[src/rtl/atm_session_ctrl.sv]
// -----------------------------------------------------------------------------
// atm_session_ctrl
//
// Per-session transaction controller that sits directly downstream of the
// card/database stage. It walks a card holder through password entry (with a
// lockout after max_tries consecutive failures), accepts inquiry / withdraw /
// deposit / end-session requests, and hands the committed balance back to the
// database stage with a one-cycle op_done strobe. Idle sessions time out and
// eject the card. Pulling the card aborts whatever is in flight.
//
// Ports
//   clk             system clock, rising edge
//   rst             asynchronous active-low reset
//   card_in         card present (level)
//   psw_valid       one-cycle strobe: password submitted
//   wrong_psw       upstream registered password-mismatch flag (valid in AUTH)
//   balance         upstream registered balance of the current card
//   op_valid        one-cycle strobe: operation request (honoured in MENU only)
//   op_sel          00 inquiry, 01 withdraw, 10 deposit, 11 end session
//   amount          operation amount, sampled with op_valid
//   op_done         one-cycle commit strobe to upstream
//   updated_balance balance value upstream writes back
//   status          00 ok, 01 insufficient funds, 10 overflow, 11 locked
//   card_eject      request card ejection
//   card_locked     card retained after max_tries failures
//   session_active  high in MENU / EXEC / OPDONE / SETTLE
//
// Every output is a flop. Outputs are loaded from the next-state decision, so
// an output "belonging" to a state is visible for exactly the cycles the FSM
// spends in that state.
// -----------------------------------------------------------------------------
module atm_session_ctrl #(
  parameter int balance_width  = 20,
  parameter int max_tries      = 3,
  parameter int timeout_cycles = 1000,
  parameter int timer_width    = 10
) (
  input  logic                     clk,
  input  logic                     rst,
  input  logic                     card_in,
  input  logic                     psw_valid,
  input  logic                     wrong_psw,
  input  logic [balance_width-1:0] balance,
  input  logic                     op_valid,
  input  logic [1:0]               op_sel,
  input  logic [balance_width-1:0] amount,
  output logic                     op_done,
  output logic [balance_width-1:0] updated_balance,
  output logic [1:0]               status,
  output logic                     card_eject,
  output logic                     card_locked,
  output logic                     session_active
);

  typedef enum logic [3:0] {
    S_IDLE,
    S_WAIT_PSW,
    S_AUTH,
    S_MENU,
    S_EXEC,
    S_OPDONE,
    S_SETTLE,
    S_EJECT,
    S_LOCKED
  } state_e;

  typedef enum logic [1:0] {
    OP_INQUIRY  = 2'b00,
    OP_WITHDRAW = 2'b01,
    OP_DEPOSIT  = 2'b10,
    OP_END      = 2'b11
  } op_e;

  localparam logic [1:0] ST_OK       = 2'b00;
  localparam logic [1:0] ST_NO_FUNDS = 2'b01;
  localparam logic [1:0] ST_OVERFLOW = 2'b10;
  localparam logic [1:0] ST_LOCKED   = 2'b11;

  // tries only ever holds 0 .. max_tries-1; the lockout decision happens on
  // the attempt that would reach max_tries.
  localparam int tries_width = (max_tries > 1) ? $clog2(max_tries) : 1;

  localparam logic [timer_width-1:0] timer_last = timer_width'(timeout_cycles - 1);
  localparam logic [timer_width-1:0] timer_one  = timer_width'(1);
  localparam logic [tries_width-1:0] tries_one  = tries_width'(1);

  state_e                   state_q, state_d;
  logic [timer_width-1:0]   timer_q, timer_d;
  logic [tries_width-1:0]   tries_q, tries_d;
  op_e                      op_q;
  logic [balance_width-1:0] amount_q;
  logic                     latch_op;

  logic [balance_width:0]   dep_sum;
  logic [balance_width-1:0] res_balance;
  logic [1:0]               res_status;

  // ---------------------------------------------------------------------------
  // Next-state logic
  // ---------------------------------------------------------------------------
  // NOTE: every signal written here gets a default at the top of the block, so
  // no path through the case statement can leave one unassigned and infer a
  // latch.
  always_comb begin
    state_d  = state_q;
    timer_d  = '0;
    tries_d  = tries_q;
    latch_op = 1'b0;

    // Card removal overrides everything outside IDLE.
    if (state_q != S_IDLE && !card_in) begin
      state_d = S_IDLE;
    end else begin
      case (state_q)
        S_IDLE: begin
          if (card_in) begin
            state_d = S_WAIT_PSW;
            tries_d = '0;
          end
        end

        S_WAIT_PSW: begin
          if (psw_valid) begin
            state_d = S_AUTH;
          end else if (timer_q == timer_last) begin
            state_d = S_EJECT;
          end else begin
            timer_d = timer_q + timer_one;
          end
        end

        S_AUTH: begin
          if (!wrong_psw) begin
            state_d = S_MENU;
            tries_d = '0;
          end else if (int'(tries_q) + 1 == max_tries) begin
            state_d = S_LOCKED;
          end else begin
            state_d = S_WAIT_PSW;
            tries_d = tries_q + tries_one;
          end
        end

        S_MENU: begin
          if (op_valid) begin
            latch_op = 1'b1;
            state_d  = (op_e'(op_sel) == OP_END) ? S_EJECT : S_EXEC;
          end else if (timer_q == timer_last) begin
            state_d = S_EJECT;
          end else begin
            timer_d = timer_q + timer_one;
          end
        end

        S_EXEC:   state_d = S_OPDONE;
        S_OPDONE: state_d = S_SETTLE;
        S_SETTLE: state_d = S_MENU;   // upstream reloads balance here

        // Only card removal (handled above) leaves these states.
        S_EJECT,
        S_LOCKED: state_d = state_q;

        default:  state_d = S_IDLE;
      endcase
    end
  end

  // ---------------------------------------------------------------------------
  // Operation datapath, evaluated against the live balance during EXEC
  // ---------------------------------------------------------------------------
  always_comb begin
    dep_sum     = {1'b0, balance} + {1'b0, amount_q};
    res_balance = balance;
    res_status  = ST_OK;
    case (op_q)
      OP_WITHDRAW: begin
        if (amount_q > balance) begin
          res_status = ST_NO_FUNDS;
        end else begin
          res_balance = balance - amount_q;   // withdrawing the full balance is legal
        end
      end
      OP_DEPOSIT: begin
        if (dep_sum[balance_width]) begin
          res_status = ST_OVERFLOW;
        end else begin
          res_balance = dep_sum[balance_width-1:0];
        end
      end
      default: begin
        res_balance = balance;
        res_status  = ST_OK;
      end
    endcase
  end

  // ---------------------------------------------------------------------------
  // State, counters and registered outputs
  // ---------------------------------------------------------------------------
  // NOTE: sequential state uses non-blocking assignments only, so every flop
  // samples values from before the edge regardless of statement order.
  always_ff @(posedge clk or negedge rst) begin
    if (!rst) begin
      state_q         <= S_IDLE;
      timer_q         <= '0;
      tries_q         <= '0;
      op_q            <= OP_INQUIRY;
      amount_q        <= '0;
      op_done         <= 1'b0;
      updated_balance <= '0;
      status          <= ST_OK;
      card_eject      <= 1'b0;
      card_locked     <= 1'b0;
      session_active  <= 1'b0;
    end else begin
      state_q <= state_d;
      timer_q <= timer_d;
      tries_q <= tries_d;

      if (latch_op) begin
        op_q     <= op_e'(op_sel);
        amount_q <= amount;
      end

      op_done        <= (state_d == S_OPDONE);
      card_eject     <= (state_d == S_EJECT);
      card_locked    <= (state_d == S_LOCKED);
      session_active <= (state_d inside {S_MENU, S_EXEC, S_OPDONE, S_SETTLE});

      // Outside an operation the write-back value mirrors the stored balance,
      // so a write-back triggered by card removal never corrupts the account.
      // An operation aborted in EXEC therefore also reloads the stored value.
      if (state_q == S_EXEC) begin
        updated_balance <= (state_d == S_OPDONE) ? res_balance : balance;
      end else if (state_q != S_OPDONE && state_q != S_SETTLE) begin
        updated_balance <= balance;
      end

      if (state_d == S_IDLE) begin
        status <= ST_OK;
      end else if (state_d == S_LOCKED) begin
        status <= ST_LOCKED;
      end else if (state_q == S_EXEC) begin
        status <= res_status;
      end
    end
  end

endmodule

[config.mk]
export PLATFORM = sky130hd
export DESIGN_NAME = atm_session_ctrl
export DESIGN_NICKNAME = d
export VERILOG_FILES = /design/src/rtl/atm_session_ctrl.sv
export SDC_FILE = /design/constraint.sdc
export NUM_CORES = 1
export LEC_CHECK = 0
export CORE_MARGIN = 2
export CORE_UTILIZATION = 30
export CTS_CLUSTER_DIAMETER = 120
export DETAILED_ROUTE_END_ITERATION = 12
export PLACE_DENSITY = 0.59
export SLEW_MARGIN = 20
export SYNTH_ARGS = -nofsm -noshare
export SYNTH_HDL_FRONTEND = slang
export SYNTH_SLANG_ARGS = --single-unit
[constraint.sdc]
create_clock -name clk -period 2.76 [get_ports clk]
set_input_delay 0.276 -clock clk [delete_from_list [all_inputs] [get_ports clk]]
set_output_delay 0.276 -clock clk [all_outputs]
set_load 0.02 [all_outputs]
==> out/metrics.yaml, run 1 <==
worstMarginPinSlew_ns: 0.980
yosysWarningCount: 0
vdd_drop_max_uv: 482
synth-seq-cells: 64
finalCriticalPeriod_ns: 2.88
final_cells: 1118
cts_tree: "yes"
required_ns: 3.00
grt_pass1_vias: 5702
clockRootBuffer: "clkbuf_16"
dp.cells: 1086
mappedNetlistArea_um2: 5680
htree_levels: 3
io_buffer_count: 73
track_usage_pct: 19.2
cts_sinks: 64
first_pass_iters: 4
coreArea_um2: 18600
synth_nets: 740
maxCapViolCount: 0
wl_per_cell_um: 17.1
violations: "negative setup slack"
hpwl_um: 14200
core.rowCount: 50
p_per_area_nw_per_um2: 1010
die_area_um2: 20100
wl_um: 19100
drive_gt1_share_pct: 35.5
ys_seq_area_share_pct: 28.2
hold_path_class: "input port to asynchronous set/reset pin"
cts_buffer_depth: 2
postRouteAntennaNets: 0
max_freq_mhz: 347
finalMaxSlewViolations: 0
grt_pass1_wl_um: 30100
drc: 0
start_util_pct: 30.5
via_count: 5764
place_area_um2: 7750
fin_util_pct: 46.1
hold_viol_final: 0
power.share.clock_pct: 14.1
ff_latch_area_um2: 1600
timing.final.crit_share_pct: 105
antenna_found_initial: 0
yosysMostFrequentCell: "dfrtp_1"
avgSynthCellArea_um2: 8.80
met3_usage_pct: 4.35
synth_cell_types: 88
fillers: 1812
p_sw_share_pct: 42.7
drt-vias-per-instance: 5.16
netlist_instances: 646
synthTopCellsByCount: "64 x dfrtp_1, 57 x nor2_1, 44 x ha_1, 43 x a21oi_1, 40 x inv_1"
timing.final.ws_setup_ns: -0.124
final_area_um2: 8590
pin_count: 74
path_clk_slew_ns: 0.06
synth_top_area_share_pct: 28.2
p_leak_nw: 3.81
gp_congestion: 0.940
sequentialPowerShare_pct: 15.5
net-switching-power_mw: 3.69
insertion_delay_ns: 0.35
final-setup-viol-count: 10
grtUsageMet2_pct: 31.2
synth_edf_count: 0
syn_to_final_growth_pct: 51.1
synth_area_leaders: "dfrtp_1 28%, ha_1 9.7%, mux2_2 5.3%"
slew-limit-headroom_pct: 34.6
use_met1_pct: 25.7
die_x_um: 142
status: "finished, violations left"
multiInputGateArea_um2: 4060
antenna_cells: 0
yosys_most_used_dff: "dfrtp_1"
die_h_um: 142
p_int_mw: 4.95
fin_nets: 973
end_kind: "register"
crit_fanout: 7
grt_max_degree: 48
critPathLaunchType: "register"
cp_data_arrival_time_ns: 3.12
worstSetupPathType: "register to register"
drtIter0Drc: 408
combPwrFrac_pct: 70.4
synth_top_area_cell: "dfrtp_1"
fin_hold_ws_ns: 0.408
rsz0062_at_grt: "true"
ys_async_sr_fraction_pct: 100
finClkSkew_ns: 0.00911
numCtsBuffers: 9
power.total_mw: 8.64
grt_busiest_layer: "met2"
gr-total-overflow: 0
logic make-up after synthesis:
family                     Yosys count  share of synthesized area, %
and+or+nand+nor                    209                          19.6
AOI/OAI and AO/OA                  182                          23.3
buffers and inverters               77                          6.76
DFF                                 64                          28.2
adders and majority gates           46                          10.4
xor gates and xnor gates            37                          5.70
muxes                               31                          6.05
cells in the final DEF (no fill, tap or decap), drive strengths merged, types with 4 or more instances in the layout:
| cell | count |
|---|---|
| buf | 181 |
| clkdlybuf4s50 | 69 |
| dfrtp | 64 |
| nor2 | 57 |
| inv | 44 |
| ha | 44 |
| a21oi | 43 |
| o21ai | 38 |
| nand2 | 32 |
| xnor2 | 29 |
| mux2 | 27 |
| nor3 | 25 |
| nand3 | 16 |
| and3 | 12 |
| a31oi | 12 |
| o31ai | 12 |
| clkbuf | 11 |
| and2 | 9 |
| nand2b | 9 |
| or3 | 9 |
| xor2 | 8 |
| a221oi | 8 |
| o211ai | 7 |
| a21o | 6 |
| nor2b | 6 |
| a211oi | 6 |
| o21a | 5 |
| o21bai | 5 |
| nor4 | 5 |
| nor3b | 5 |
| and2b | 5 |
| mux2i | 4 |
| nand4 | 4 |
| a2111oi | 4 |
metal layers:
metal  wire length [um]  up-vias
li1                   -     2823
met1               8760     2764
met2               9060      153
met3                995       24
met4                308        0
met5                  0        -
power by group through the flow:
| stage | Combinational, mW | Clock, mW | Sequential [mW] |
|---|---|---|---|
| floorplan | 3.12 | 0 | 1.36 |
| global placement | 5.22 | 0 | 1.35 |
| detailed placement | 5.25 | 0 | 1.35 |
| CTS | 5.58 | 1.25 | 1.33 |
| global route | 6.57 | 1.28 | 1.37 |
| finish | 6.08 | 1.22 | 1.34 |
sequential cells by signal (all words and copies together) (netlist names), 2 cells and up:
name             flops
state_q              4
op_q                 2
updated_balance     20
tries_q              2
timer_q             10
status               2
amount_q            20
final timing paths:
path / cells past startpoint / slack (ns) / end / start
max reg2reg: 12 / -0.12 / updated_balance[4]$_DFFE_PN0P_ / amount_q[1]$_DFFE_PN0P_
min in group clk: 4 / 0.48 / updated_balance[0]$_DFFE_PN0P_ / balance[0]
max in group asynchronous: 3 / 1.71 / amount_q[11]$_DFFE_PN0P_ / rst
min: 2 / 0.41 / card_locked$_DFF_PN0_ / rst
min reg2reg: 1 / 0.49 / timer_q[0]$_DFF_PN0_ / timer_q[0]$_DFF_PN0_
max: 12 / -0.12 / updated_balance[4]$_DFFE_PN0P_ / amount_q[1]$_DFFE_PN0P_
metrics by stage:
step / setup slack (ns) / setup TNS, ns
after floorplan: 0.00791 / 0
after global placement: -0.608 / -9.62
after detailed placement: -0.698 / -11.64
after CTS: -0.0724 / -0.267
after global routing: -0.197 / -2.07
final: -0.124 / -0.353
what timing repair did:
| item | in CTS | in global routing |
|---|---|---|
| setup endpoints to repair | 19 | 21 |
| hold buffers | 1 | 0 |
| setup buffers | 8 | 8 |
| endpoints found under the hold margin | 17 | 0 |
| pin swaps | 28 | 34 |
| cloned | 0 | 1 |
| gates resized for setup | 39 | 52 |
critical path, cell delays in order, from the launching register on:
cell	delay [ns]
dfrtp_2	0.42
buf_6	0.12
buf_6	0.10
fa_2	0.32
and2b_2	0.26
o2111ai_4	0.13
nand3_2	0.13
a211oi_4	0.09
nor3_4	0.40
buf_4	0.20
mux2_4	0.30
a221oi_2	0.21
o21ai_1	0.08
final cells by class:
| type | instances | area share (%) |
|---|---|---|
| Inverter | 44 | 1.95 |
| Sequential cell | 64 | 18.7 |
| Timing Repair Buffer | 255 | 25.1 |
| Clock inverter | 6 | 0.787 |
| Tap cell | 234 | 3.41 |
| Clock buffer | 10 | 2.78 |
| Multi-Input combinational cell | 505 | 47.3 |
No activity file was read; power rests on OpenSTA's default activity.
==> run 2, diff against run 1 <==
--- a/config.mk
+++ b/config.mk
@@ -9,7 +9,7 @@
 export CORE_UTILIZATION = 30
 export CTS_CLUSTER_DIAMETER = 120
 export DETAILED_ROUTE_END_ITERATION = 12
-export PLACE_DENSITY = 0.59
+export PLACE_DENSITY = 0.58
 export SLEW_MARGIN = 20
 export SYNTH_ARGS = -nofsm -noshare
 export SYNTH_HDL_FRONTEND = slang
==> constraint.sdc (replaced) <==
create_clock -name clk -period 3 [get_ports clk]
set_input_delay 0.3 -clock clk [delete_from_list [all_inputs] [get_ports clk]]
set_output_delay 0.3 -clock clk [all_outputs]
set_load 0.02 [all_outputs]
==> out/metrics.yaml, run 2 (synthesized netlist as in run 1, its figures left out) <==
max_stage_delay_ns: 0.50  # +0.08 ns
r2r-end: "updated_balance[19]$_DFFE_PN0P_"
drc: 0  # unchanged
cts_hold_buffers: 0  # -1
io_buffer_count: 73  # unchanged
grt_busiest_layer: "met2"
crit_fanout: 7  # unchanged
p_leak_nw: 3.54  # -7.1%
first_pass_iters: 5  # +1
clockRootBuffer: "clkbuf_16"
worstRegToRegCells: 10  # -2
end_kind: "register"
layout_commonest_cell: "buf_4"
coreArea_um2: 18600  # unchanged
drtIter0Drc: 357  # -13%
hold_path_class: "input port to asynchronous set/reset pin"
cts_tree: "yes"
grt_max_degree: 36  # -25%
slowest_stage: "or4_1"
met3_usage_pct: 3.48  # -0.88 points
worstSetupPathType: "register to register"
wl_um: 18400  # -3.7%
finalCriticalPeriod_ns: 2.92  # +0.0401 ns
rsz0062_at_grt: "true"
cp_data_arrival_time_ns: 3.20  # +0.08 ns
grtUsageMet2_pct: 30.3  # -0.95 points
hold_viol_final: 0  # unchanged
tns_ns: 0  # +0.353 ns
drt-vias-per-instance: 5.21  # +1.1%
cp_num_buf_inv: 1  # -2
pre_cts_ws_ns: -0.492  # +0.206 ns
max_freq_mhz: 342  # -1.4%
grt_pass1_vias: 5507  # -3.4%
hpwl_um: 14100  # -0.54%
vdd_drop_max_uv: 395  # -18%
pin_count: 74  # unchanged
crit_family: "compound AO/OA/AOI/OAI gates"
cts_buffer_depth: 2  # unchanged
postRouteAntennaNets: 0  # unchanged
path_cells: "inv_1 -> ha_4 -> and2b_2 -> a2111oi_4 -> nand2_2 -> a311oi_4 -> o31ai_2 -> or4_1 -> a311o_1 -> a21oi_1"
die_area_um2: 20100  # unchanged
status: "finished, final reports clean"
cts_sinks: 64  # unchanged
path_clk_slew_ns: 0.06  # about the same
syn_to_final_growth_pct: 41.2
antenna_cells: 0  # unchanged
fillers: 1884  # +4.0%
worstMarginPinSlew_ns: 0.868  # -0.112 ns
critPathLaunchType: "register"
slew-limit-headroom_pct: 42.1  # +7.5 points
r2r-start: "amount_q[6]$_DFFE_PN0P_"
finClkSkew_ns: 0.00980  # +0.000691 ns
drive_gt1_share_pct: 29.1  # -6.4 points
die_x_um: 142  # unchanged
wl_per_cell_um: 17.1  # -0.16%
antenna_found_initial: 0  # unchanged
rrSetupSlack_ns: 0.08  # +0.20 ns
required_ns: 3.27  # +0.27 ns
core.rowCount: 50  # unchanged
worstSetupPathDepth: 10  # -2
track_usage_pct: 18.7  # -0.56 points
fin_nets: 933  # -4.1%
top_regs: "amount_q x20, updated_balance x20, timer_q x10"
layout_common_cells: "141 x buf_4, 70 x clkdlybuf4s50_1, 63 x dfrtp_1"
maxCapViolCount: 0  # unchanged
timing.final.ws_setup_ns: 0.0755  # +0.200 ns
die_h_um: 142  # unchanged
gr-total-overflow: 0  # unchanged
gp_congestion: 0.904  # -3.9%
grt_pass1_wl_um: 29300  # -2.7%
timing.final.crit_share_pct: 97.5  # -7.0 points
insertion_delay_ns: 0.35  # about the same
via_count: 5617  # -2.6%
p_per_area_nw_per_um2: 895  # -11%
finalMaxSlewViolations: 0  # unchanged
htree_levels: 3  # unchanged
start_util_pct: 30.5  # unchanged
numCtsBuffers: 9  # unchanged
final-setup-viol-count: 0  # -10
use_met1_pct: 25.2  # -0.52 points
run 2: changes by cell type in the layout (fill, tap and decap cells not counted), moves of 3 or more:
cell      previous run  this run
mux2_2              23        27
buf_6                7         0
mux2_4               4         0
a21oi_2              4         0
inv_1               37        40
buf_4              171       141
a221oi_1             1         4
inv_2                5         2
ha_1                35        38
o21ai_0             29        33
a21oi_1             39        43
a221oi_2             7         4
run 2: layer usage:
layer,vias up,wire (um),share of wire (%)
li1,2738,-,-
met1,2672,8530,46
met2,180,8560,46
met3,27,980,5.3
met4,0,349,1.9
met5,-,0,0
run 2: metrics by stage:
stage / power (mW) / std cells / utilization [%] / hold WS [ns] / cell area (um^2)
final: 7.19 / 1078 / 43.1 / 0.0128 / 8030
after global routing: 7.70 / 1078 / 43.1 / 0.0769 / 8030
after CTS: 6.97 / 1075 / 42.1 / 0.0431 / 7850
after detailed placement: 5.87 / 1059 / 40.5 / 0.418 / 7550
after global placement: 5.85 / 1059 / 40.5 / 0.418 / 7550
after floorplan: 4.12 / 646 / - / 0.00441 / 5680
run 2: worst max-delay path by stage:
stage | from | end | slack, ns
floorplan | amount_q[0]$_DFFE_PN0P_ | updated_balance[2]$_DFFE_PN0P_ | 0.20
global placement | balance[0] | updated_balance[6]$_DFFE_PN0P_ | -0.42
detailed placement | balance[0] | updated_balance[2]$_DFFE_PN0P_ | -0.49
CTS | balance[0] | updated_balance[9]$_DFFE_PN0P_ | -0.02
global route | amount_q[0]$_DFFE_PN0P_ | updated_balance[17]$_DFFE_PN0P_ | -0.01
finish | amount_q[6]$_DFFE_PN0P_ | updated_balance[19]$_DFFE_PN0P_ | 0.08
run 2: cell type report:
| cell class | instances | area (um^2) | share of cell area [%] |
|---|---|---|---|
| Multi-Input combinational cell | 505 | 3870 | 48.2 |
| Timing Repair Buffer | 215 | 1810 | 22.5 |
| Sequential cell | 64 | 1600 | 20.0 |
| Tap cell | 234 | 293 | 3.65 |
| Clock buffer | 10 | 239 | 2.98 |
| Inverter | 44 | 168 | 2.09 |
| Clock inverter | 6 | 43.8 | 0.546 |
run 2: what timing repair did:
item | 4_1_cts | 5_1_grt
setup buffers | 0 | 3
setup endpoints to repair | 12 | 19
gates resized for setup | 3 | 36
pin swaps | 3 | 13
hold endpoints to repair | 0 | 0
run 2: power by group:
group          total [mW]  switching (mW)  internal [mW]
logic                4.89            2.50           2.39
registers            1.26           0.190           1.07
clock network        1.03           0.450          0.583
total                7.19            3.14           4.05
==> run 3, diff against run 2 <==
--- a/config.mk
+++ b/config.mk
@@ -8,6 +8,7 @@
 export CORE_MARGIN = 2
 export CORE_UTILIZATION = 30
 export CTS_CLUSTER_DIAMETER = 120
+export CTS_CLUSTER_SIZE = 28
 export DETAILED_ROUTE_END_ITERATION = 12
 export PLACE_DENSITY = 0.58
 export SLEW_MARGIN = 20
==> results of run 3 <==
No change in the layout: final DEF, timing and power equal those of run 2.
==> RTL edit (settings of run 2) <==
Set the parameter `timer_width` to 5 (it was 10).
--- a/src/rtl/atm_session_ctrl.sv
+++ b/src/rtl/atm_session_ctrl.sv
@@ -35,3 +35,3 @@
   parameter int timeout_cycles = 1000,
-  parameter int timer_width    = 10
+  parameter int timer_width    = 5
 ) (
Function: changed (Yosys sat finds a counterexample within 10 cycles, from zero or initial values and one cycle with rst low).
==> RTL edit against run 2 <==
- sequential cell count fell by 5
- utilization rose by 3.9 points
- largest power group unchanged
- the flow now finishes with violations (negative hold slack)
- worst setup slack improved by 0.023 ns
- critical endpoint is now updated_balance[7]
- largest cell class unchanged
- power fell by 1.2%
- routed wire length fell by 8.2%
- area after synthesis fell by 14%
- via count fell by 5.0%
- critical path type is now input port to flip-flop
- design area fell by 6.7%
- register-to-register slack improved by 0.03 ns
==> RTL edit: results (changes against run 2) <==
Setup path
  – Worst-path cell with the longest stage delay: clkdlybuf4s50_1 (was or4_1)
  – Critical R2R Launch: amount_q[12] (was amount_q[6])
  – Largest stage delay on the critical path: 0.42 ns (was 0.50 ns)
  – Crit path max-delay family: simple AND/OR/NAND/NOR gates (was compound AO/OA/AOI/OAI gates)
  – R2R cell count: 13 (was 10)

Synth
  – Top post-synthesis cells by area: dfrtp_1 30%, ha_1 11%, a21oi_1 5.0% (was dfrtp_1 28%, ha_1 9.7%, mux2_2 5.3%)
  – Netlist cell types: 68 (was 88)
  – Yosys reg bits: 59 (was 64)
  – Synth Area in Compound Gates: 0.279 (was 0.233)
  – Gate Count Post-Synth: 605 (was 646)

Layout
  – Reg area: 0.00148 mm2 (was 0.00160 mm2)
  – Buffer share of cell area: 0.246 (was 0.225)
  – Fillers: 1541 (was 1884)
  – Post-Layout Cell Count: 1022 (was 1078)
  – ClkCell Share: 0.0466 (was 0.0352)
  – #MultiIn Comb: 470 (was 505)

Die
  – Die area: 0.0174 mm2 (was 0.0201 mm2)

GRT
  – Largest net degree at the start of global routing: 44 (was 36)
  – Vias in the first global route: 5442 (was 5507)

Timing
  – Clock Skew: 0.00879 ns (was 0.00980 ns)
  – Final hold viol count: 10 (was 0)
  – Slew @ Worst Pin: 0.687 ns (was 0.868 ns)
  – Hold_ws: -0.00862 ns (was 0.0128 ns)
  – Final critical-path share of the clock period: 0.967 (was 0.975)

Status
  – Run status: finished, violations left (was completed)
  – Failing checks: negative hold slack

Placement
  – Placer Congestion: 0.950 (was 0.904)

Routing
  – WL/cell: 16.5 um (was 17.1 um)
==> RTL edit: cell types whose count changed after synthesis, moves of 6 or more <==
cell      delta
xnor2_1     -18
o21bai_1     +6
clkbuf_1    +13
nand2_1     +17
a21oi_1      +6
nand3_1      -6
o21ai_1      +7
mux2_2      -26
a221o_1      +6
==> RTL edit: worst max-delay path by stage <==
stage / from / to / cells past startpoint
2_1_floorplan: amount_q[0] / updated_balance[11] / 12
3_3_place_gp: balance[0] / updated_balance[2] / 13
3_5_place_dp: balance[0] / updated_balance[4] / 13
4_1_cts: balance[2] / updated_balance[15] / 12
5_1_grt: amount_q[12] / updated_balance[7] / 13
6_report: balance[12] / updated_balance[7] / 13
==> RTL edit: power by group <==
part           switching, uW  internal, uW  total, uW
Combinational           2420          2220       4640
Clock                    420           816       1240
Sequential               188          1040       1220
Total                   3020          4080       7100
==> RTL edit: routing by layer <==
layer,wire [um],global-route usage
met1,7880,0.259
met2,7930,0.318
met3,794,0.0415
met4,295,0.0646
met5,0,0
